[src/rtl/fetch_stage_if.sv]
// Signal bundle between the fetch stage and its neighbours: hazard unit,
// instruction memory, redirect source and the Decode stage.
interface fetch_stage_if;
    logic        StallF;
    logic        StallD;
    logic        FlushD;
    logic        PCSrc;
    logic [31:0] BranchTarget;
    logic [31:0] InstrF;
    logic [31:0] PCF;
    logic [31:0] InstrD;
    logic [3:0]  Rn;
    logic [3:0]  Rm;
    logic [3:0]  Rd;
    logic [31:0] PCPlus4;
    logic        ValidD;
    logic        Halted;

    // master: the fetch stage itself
    modport master (
        input  StallF, StallD, FlushD, PCSrc, BranchTarget, InstrF,
        output PCF, InstrD, Rn, Rm, Rd, PCPlus4, ValidD, Halted
    );

    // slave: the surrounding pipeline / environment
    modport slave (
        output StallF, StallD, FlushD, PCSrc, BranchTarget, InstrF,
        input  PCF, InstrD, Rn, Rm, Rd, PCPlus4, ValidD, Halted
    );
endinterface

[src/rtl/fetch_stage.sv]
// Instruction fetch + IF/ID register of the ARM calculator core. Owns the PC,
// handles stall/flush/redirect and a RUN/HALT FSM driven by the halt word.
module fetch_stage #(
    parameter logic [31:0] RESET_PC   = 32'h0000_0000,
    parameter logic [31:0] HALT_INSTR = 32'hFFFF_FFFF
) (
    input  logic          clk,
    input  logic          reset_n,
    fetch_stage_if.master bus
);

    typedef enum logic {
        S_RUN  = 1'b0,
        S_HALT = 1'b1
    } state_t;

    state_t      r_state;
    state_t      w_state_nxt;

    logic [31:0] r_pcf;
    logic [31:0] r_instr_d;
    logic [31:0] r_pcplus4_d;
    logic        r_valid_d;

    logic [31:0] w_pcf_nxt;
    logic [31:0] w_instr_d_nxt;
    logic [31:0] w_pcplus4_d_nxt;
    logic        w_valid_d_nxt;

    logic [31:0] w_pc_plus4;
    logic [31:0] w_redirect_pc;
    logic        w_halt_word;
    logic        w_unused_bt;

    assign w_pc_plus4    = r_pcf + 32'd4;
    assign w_redirect_pc = {bus.BranchTarget[31:2], 2'b00};
    assign w_halt_word   = (bus.InstrF == HALT_INSTR);
    // Low target bits are dropped so the PC is always word-aligned.
    assign w_unused_bt   = |bus.BranchTarget[1:0];

    // FSM and PC next-state, in priority order: redirect, halt, stall, halt word.
    always_comb begin
        w_state_nxt = r_state;
        w_pcf_nxt   = r_pcf;
        if (bus.PCSrc) begin
            w_state_nxt = S_RUN;
            w_pcf_nxt   = w_redirect_pc;
        end else if (r_state == S_HALT) begin
            w_state_nxt = S_HALT;
        end else if (bus.StallF) begin
            w_state_nxt = S_RUN;
        end else if (w_halt_word) begin
            w_state_nxt = S_HALT;
        end else begin
            w_pcf_nxt   = w_pc_plus4;
        end
    end

    // IF/ID next-state: flush beats stall; the halt word is turned into a bubble.
    always_comb begin
        w_instr_d_nxt   = r_instr_d;
        w_pcplus4_d_nxt = r_pcplus4_d;
        w_valid_d_nxt   = r_valid_d;
        if (bus.FlushD || bus.PCSrc) begin
            w_instr_d_nxt   = '0;
            w_pcplus4_d_nxt = '0;
            w_valid_d_nxt   = 1'b0;
        end else if (bus.StallD) begin
            w_instr_d_nxt   = r_instr_d;
        end else if ((r_state == S_HALT) || w_halt_word) begin
            w_instr_d_nxt   = '0;
            w_pcplus4_d_nxt = '0;
            w_valid_d_nxt   = 1'b0;
        end else begin
            w_instr_d_nxt   = bus.InstrF;
            w_pcplus4_d_nxt = w_pc_plus4;
            w_valid_d_nxt   = 1'b1;
        end
    end

    always_ff @(posedge clk or negedge reset_n) begin
        if (!reset_n) begin
            r_state     <= S_RUN;
            r_pcf       <= RESET_PC;
            r_instr_d   <= '0;
            r_pcplus4_d <= '0;
            r_valid_d   <= 1'b0;
        end else begin
            r_state     <= w_state_nxt;
            r_pcf       <= w_pcf_nxt;
            r_instr_d   <= w_instr_d_nxt;
            r_pcplus4_d <= w_pcplus4_d_nxt;
            r_valid_d   <= w_valid_d_nxt;
        end
    end

    assign bus.PCF     = r_pcf;
    assign bus.InstrD  = r_instr_d;
    assign bus.Rn      = r_instr_d[19:16];
    assign bus.Rm      = r_instr_d[3:0];
    assign bus.Rd      = r_instr_d[15:12];
    assign bus.PCPlus4 = r_pcplus4_d;
    assign bus.ValidD  = r_valid_d;
    assign bus.Halted  = (r_state == S_HALT);

endmodule

[src/flat_wrapper.sv]
// flat-port wrapper written by rule: the top's interface ports become plain ports
module fetch_stage_flat 
#(
    parameter logic [31:0] RESET_PC   = 32'h0000_0000,
    parameter logic [31:0] HALT_INSTR = 32'hFFFF_FFFF
)
  (clk, reset_n, bus_StallF, bus_StallD, bus_FlushD, bus_PCSrc, bus_BranchTarget, bus_InstrF, bus_PCF, bus_InstrD, bus_Rn, bus_Rm, bus_Rd, bus_PCPlus4, bus_ValidD, bus_Halted);
  fetch_stage_if bus_i ();
  input  logic clk;
  input  logic reset_n;
  input wire logic [$bits(bus_i.StallF)-1:0] bus_StallF;
  input wire logic [$bits(bus_i.StallD)-1:0] bus_StallD;
  input wire logic [$bits(bus_i.FlushD)-1:0] bus_FlushD;
  input wire logic [$bits(bus_i.PCSrc)-1:0] bus_PCSrc;
  input wire logic [$bits(bus_i.BranchTarget)-1:0] bus_BranchTarget;
  input wire logic [$bits(bus_i.InstrF)-1:0] bus_InstrF;
  output wire logic [$bits(bus_i.PCF)-1:0] bus_PCF;
  output wire logic [$bits(bus_i.InstrD)-1:0] bus_InstrD;
  output wire logic [$bits(bus_i.Rn)-1:0] bus_Rn;
  output wire logic [$bits(bus_i.Rm)-1:0] bus_Rm;
  output wire logic [$bits(bus_i.Rd)-1:0] bus_Rd;
  output wire logic [$bits(bus_i.PCPlus4)-1:0] bus_PCPlus4;
  output wire logic [$bits(bus_i.ValidD)-1:0] bus_ValidD;
  output wire logic [$bits(bus_i.Halted)-1:0] bus_Halted;
  assign bus_i.StallF = bus_StallF;
  assign bus_i.StallD = bus_StallD;
  assign bus_i.FlushD = bus_FlushD;
  assign bus_i.PCSrc = bus_PCSrc;
  assign bus_i.BranchTarget = bus_BranchTarget;
  assign bus_i.InstrF = bus_InstrF;
  assign bus_PCF = bus_i.PCF;
  assign bus_InstrD = bus_i.InstrD;
  assign bus_Rn = bus_i.Rn;
  assign bus_Rm = bus_i.Rm;
  assign bus_Rd = bus_i.Rd;
  assign bus_PCPlus4 = bus_i.PCPlus4;
  assign bus_ValidD = bus_i.ValidD;
  assign bus_Halted = bus_i.Halted;
  fetch_stage #(.RESET_PC(RESET_PC), .HALT_INSTR(HALT_INSTR)) u_core (.clk(clk), .reset_n(reset_n), .bus(bus_i));
endmodule
[config.mk]
export PLATFORM = sky130hd
export DESIGN_NAME = fetch_stage_flat
export DESIGN_NICKNAME = d
export VERILOG_FILES = /design/src/rtl/fetch_stage_if.sv /design/src/rtl/fetch_stage.sv /design/src/flat_wrapper.sv
export SDC_FILE = /design/constraint.sdc
export NUM_CORES = 1
export LEC_CHECK = 0
export ABC_CLOCK_PERIOD_IN_PS = 2400
export CAP_MARGIN = 15
export CORE_UTILIZATION = 66
export CTS_BUF_LIST = sky130_fd_sc_hd__clkbuf_4 sky130_fd_sc_hd__clkbuf_8
export DETAILED_ROUTE_END_ITERATION = 10
export DONT_BUFFER_PORTS = 1
export PLACE_DENSITY = 0.82
export SLEW_MARGIN = 20
export SYNTH_ARGS = -nofsm -noshare
export SYNTH_HDL_FRONTEND = slang
export SYNTH_SLANG_ARGS = --single-unit
[constraint.sdc]
create_clock -name clk -period 2.4 [get_ports clk]
set_clock_uncertainty 0.05 [all_clocks]
set_input_delay 0.12 -clock clk [delete_from_list [all_inputs] [get_ports clk]]
set_output_delay 0.12 -clock clk [all_outputs]
set_load 0.05 [all_outputs]
# Yosys cells after proc, flatten, opt, wreduce, memory -nomap -nowiden

Index checks and enable logic that the tools add are counted.

Bits in registers: 98
Bits of input ports: 70
Output and inout port bits: 110
Logic and storage cells: 31

Add/subtract/negate cells: 1
Equal/unequal tests: 5
Mux-type cells: 17
Reduce and logical (&&, ||, !) cells: 3

Operators by type and width:

| operator                                               | count |
|---|---|
| two-way mux 32 bit                                     | 10 |
| adder 32 x 3 -> 32 bit (second input constant)         | 1 |
| == test 32 bit (second input constant)                 | 1 |
| two-way mux 1 bit                                      | 7 |
| inequality test 2 x 1 -> 1 bit (second input constant) | 2 |
| inequality test 2 bit (second input constant)          | 2 |
| AND reduction 3 bit                                    | 1 |
| logical OR 1 bit                                       | 2 |

# Depth between registers and ports, before layout

Depth in word-level cells: 5
Gate-level depth with buffers: 7

# Worst setup path after synthesis

OpenSTA, ideal clock, no wires.

Path type: reg2reg
From: register u_core.r_pcf[2] (netlist: u_core.bus.PCF[2])
To: register u_core.r_pcf[20] (netlist: u_core.bus.PCF[20])
Data arrival time: 2.362 ns
Setup slack: -0.093 ns
Stages on the path, launching flop included: 7
Path buffers: 0
Path through: dfrtp_1 -> ha_1 -> nand3_2 -> nor4_4 -> nand3_4 -> or4_1 -> a31oi_1

Longest elaborated chain between the ends: 5

Ends and longest elaborated chain:

| item                   | RTL line          | RTL |
|---|---|---|
| start, declared        | fetch_stage.sv:20 | `logic [31:0] r_pcf;` |
| start signal, assigned | fetch_stage.sv:90 | `r_pcf <= w_pcf_nxt;` |
| adder 32 x 3 -> 32 bit | fetch_stage.sv:35 | `assign w_pc_plus4 = r_pcf + 32'd4;` |
| two-way mux 32 bit     | fetch_stage.sv:52 | `end else if (w_halt_word) begin` |
| two-way mux 32 bit     | fetch_stage.sv:50 | `end else if (bus.StallF) begin` |
| two-way mux 32 bit     | fetch_stage.sv:48 | `end else if (r_state == S_HALT) begin` |
| two-way mux 32 bit     | fetch_stage.sv:45 | `if (bus.PCSrc) begin` |

No other way between the ends. The select of a mux whose other input is x is not followed.
A chain may end at the register's enable or synchronous reset.

# Worst setup path in the final report

From: register u_core.r_pcf[3] (netlist: u_core.bus.PCF[3])
To: register u_core.r_pcf[25] (netlist: u_core.bus.PCF[25])

The elaborated chain is that of the path after synthesis.

==> flow_metrics.py <==
metrics = {
    "placement": {
        "finalWeightedCongestion": 0.841,
        "io_buffers": 0,
        "dp_hpwl_um": 8230,
    },
    "setup_path": {
        "cp-end-kind": "flop",
        "critPathTopFamily": "simple AND/OR/NAND/NOR gates",
        "crit_path_max_fanout": 7,
        "cp_slowest_cell": "nor4_4",
        "crit_chain": "buf_4 > nand3_2 > nor4_4 > nand4_1 > or4_1 > nand3_1",
        "required_ns": 2.64,
        "critical_path.startpoint_type": "flop",
        "critical_path_arrival_ns": 2.54,
        "crit_buf_inv": 1,
        "slowest_delay_ns": 0.57,
        "critPathKind": "reg2reg",
    },
    "synth": {
        "yosysWarnings": 0,
        "synth_top_area_share_pct": 50.4,
        "synth_edf_count": 0,
        "async_flop_share_pct": 100,
        "netlist.top_cell.by_area": "dfrtp_1",
        "syn_area_sq_um": 4720,
        "avgSynthCellArea_sq_um": 10.2,
        "synthFlopType": "dfrtp_1",
        "ys_seq_area_share_pct": 50.4,
        "ys_top_cells_by_area": "dfrtp_1, a22o_1, o21ai_0",
        "synth_cells": 462,
        "ys_types": 45,
        "yosys_register_bits": 95,
    },
    "cells_and_area": {
        "fin_util_pct": 86.4,
        "nFillCells": 337,
        "final_nets": 616,
        "area_growth_pct": 25.1,
        "antenna-diode-count": 0,
        "drive_above_1_share_pct": 15.6,
    },
    "timing": {
        "period_needed_ns": 2.31,
        "setup_violations": 0,
        "slew_violations": 0,
        "rsz0062_at_grt": "no",
        "fmax_mhz": 433,
        "setup_tns_ns": 0,
        "timing.final.hold_violations": 0,
        "worst_pin_slew_ns": 0.760,
        "max_slew_margin_pct": 49.3,
        "period_share_pct": 96.2,
    },
    "power": {
        "vdd_drop_max_uv": 403,
        "leakage_nw": 2.53,
        "power_density_nw_per_um2": 641,
    },
    "route": {
        "drt-vias-per-instance": 6.48,
        "dr.pass1.iters": 5,
        "drc": 0,
        "drt_iter0_drc": 227,
        "wirelength_um": 14000,
        "num_vias": 4187,
        "antenna_left": 0,
        "wl_per_cell_um": 21.7,
    },
    "clock_network": {
        "path_clk_slew_ns": 0.10,
        "worstSkewPairLatency_ns": 0.36,
        "cts_buffers": 9,
        "cts_sinks": 95,
        "htree_levels": 3,
        "cts_setup_buffers": 0,
        "clockBufferDepth": 2,
        "tritoncts": "yes",
        "clock-root-buffer": "clkbuf_8",
    },
    "global_routing": {
        "overflow": 0,
        "grt_use_met1_pct": 46.2,
        "antenna_found_initial": 0,
        "use_met3_pct": 8.67,
        "grt-busiest-layer": "met2",
        "grt_pass1_vias": 4050,
        "use_met2_pct": 63.7,
        "grt.total_usage_pct": 37.4,
        "grt_max_degree": 96,
        "grt_pass1_wl_um": 21100,
    },
    "die": {
        "initial_utilization_pct": 69.1,
        "rows": 30,
        "fp.coreArea_sq_um": 6830,
        "dieArea_sq_um": 7490,
        "pin_count": 180,
        "die_w_um": 86.6,
        "dieHeight_um": 86.6,
    },
    "worst_hold_path": {
        "min_path_type": "in2reg",
    },
    "run_status": {
        "status": "complete, no violations",
    },
    "run": {
        "maxCapViolations": 0,
    },
}
## stage by stage
| stage | std cells | instance area (sq um) | setup WS (ns) | power (mW) | hold slack (ns) |
|---|---|---|---|---|---|
| floorplan | 463 | 4720 | 0.0205 | 2.39 | -0.226 |
| global placement | 564 | 5010 | 0.213 | 2.52 | -0.224 |
| detailed placement | 564 | 5010 | 0.171 | 2.54 | -0.224 |
| CTS | 646 | 5900 | 0.137 | 3.75 | 0.00756 |
| global route | 646 | 5900 | 0.0146 | 3.90 | 0.0340 |
| finish | 646 | 5900 | 0.0916 | 3.78 | 0.0253 |
## cell type report
cell class | instances | area (sq um) | area share, %
Tap cell | 96 | 120 | 2.04
Inverter | 3 | 11.3 | 0.191
Sequential cell | 95 | 2380 | 40.3
Multi-Input combinational cell | 318 | 2090 | 35.5
Clock inverter | 4 | 52.6 | 0.891
Timing Repair Buffer | 118 | 1090 | 18.5
Clock buffer | 12 | 153 | 2.59
## worst register-to-register path, stage by stage (launching register included)
cell and delay, ns:
dfrtp_2 0.38, buf_4 0.21, nand3_2 0.15, nor4_4 0.57, nand4_1 0.25, or4_1 0.52
nand3_1 0.10
## final timing paths
| kind | slack (ns) | to | from | cells past startpoint |
|---|---|---|---|---|
| hold / removal | 0.03 | u_core.bus.PCF[12] | bus_PCSrc | 2 |
| setup reg to reg | 0.09 | u_core.bus.PCF[25] | u_core.bus.PCF[3] | 6 |
| setup / recovery | 0.09 | u_core.bus.PCF[25] | u_core.bus.PCF[3] | 6 |
| max in group asynchronous | 1.60 | u_core.bus.PCF[22] | reset_n | 2 |
| hold reg to reg | 0.50 | u_core.bus.InstrD[16] | u_core.bus.InstrD[16] | 1 |
| min in group asynchronous | 0.27 | u_core.bus.PCF[10] | reset_n | 2 |
## where the power goes
part | internal (mW) | switching (mW) | leakage, nW
registers | 1.68 | 0.219 | 1.24
clock network | 0.541 | 0.575 | 0.108
logic | 0.262 | 0.502 | 1.18
## timing repair
item | CTS | global route
gates resized for setup | 0 | 0
hold buffers | 66 | 0
hold endpoints to repair | 158 | 0
## sequential cells by signal, indices dropped and copies added, names as in the netlist
signal	cells
u_core.bus.Halted	1
u_core.bus.InstrD	32
u_core.bus.PCF	30
u_core.bus.PCPlus4	31
u_core.bus.ValidD	1
## layout by cell type (no fill, tap or decap), types with 3 or more instances in the layout
cell,n
dfrtp_1,93
dlygate4sd3_1,64
nand2_1,60
buf_4,51
o21ai_0,49
a22o_1,35
xnor2_1,24
nand4_1,21
xor2_1,19
nor2_1,16
a31oi_1,12
nand3_1,10
clkbuf_8,10
or3_1,8
a211oi_1,8
and3_1,6
or4_1,6
and2_1,5
nor4_4,4
inv_1,3
and4_1,3
o21ai_1,3
a2111oi_0,3
## cell families after synthesis
family | after synthesis | share of synthesized area [%]
AND/OR/NAND/NOR | 151 | 18.0
other | 1 | 0.0795
flip-flops | 95 | 50.4
buffers and inverters | 50 | 5.44
XOR/XNOR | 43 | 7.98
AO/OA/AOI/OAI | 120 | 17.7
multiplexers | 1 | 0.212
adder cells (fa/ha/maj) | 1 | 0.265
## synth_stat cells, types with 8 or more instances
cell,instances
nand3_1,10
a211oi_1,8
clkbuf_1,24
nor2_1,16
or3_1,8
xnor2_1,24
a22o_1,35
nand4_1,21
buf_4,16
dfrtp_1,95
nand2_1,60
a31oi_1,12
xor2_1,19
o21ai_0,49
## routing by layer
metal  up-vias  routed length, um
li1       1822                  -
met1      2062               5310
met2       269               6980
met3        34               1360
met4         0                363
met5         -                  0
No activity file was read; power rests on OpenSTA's default activity.
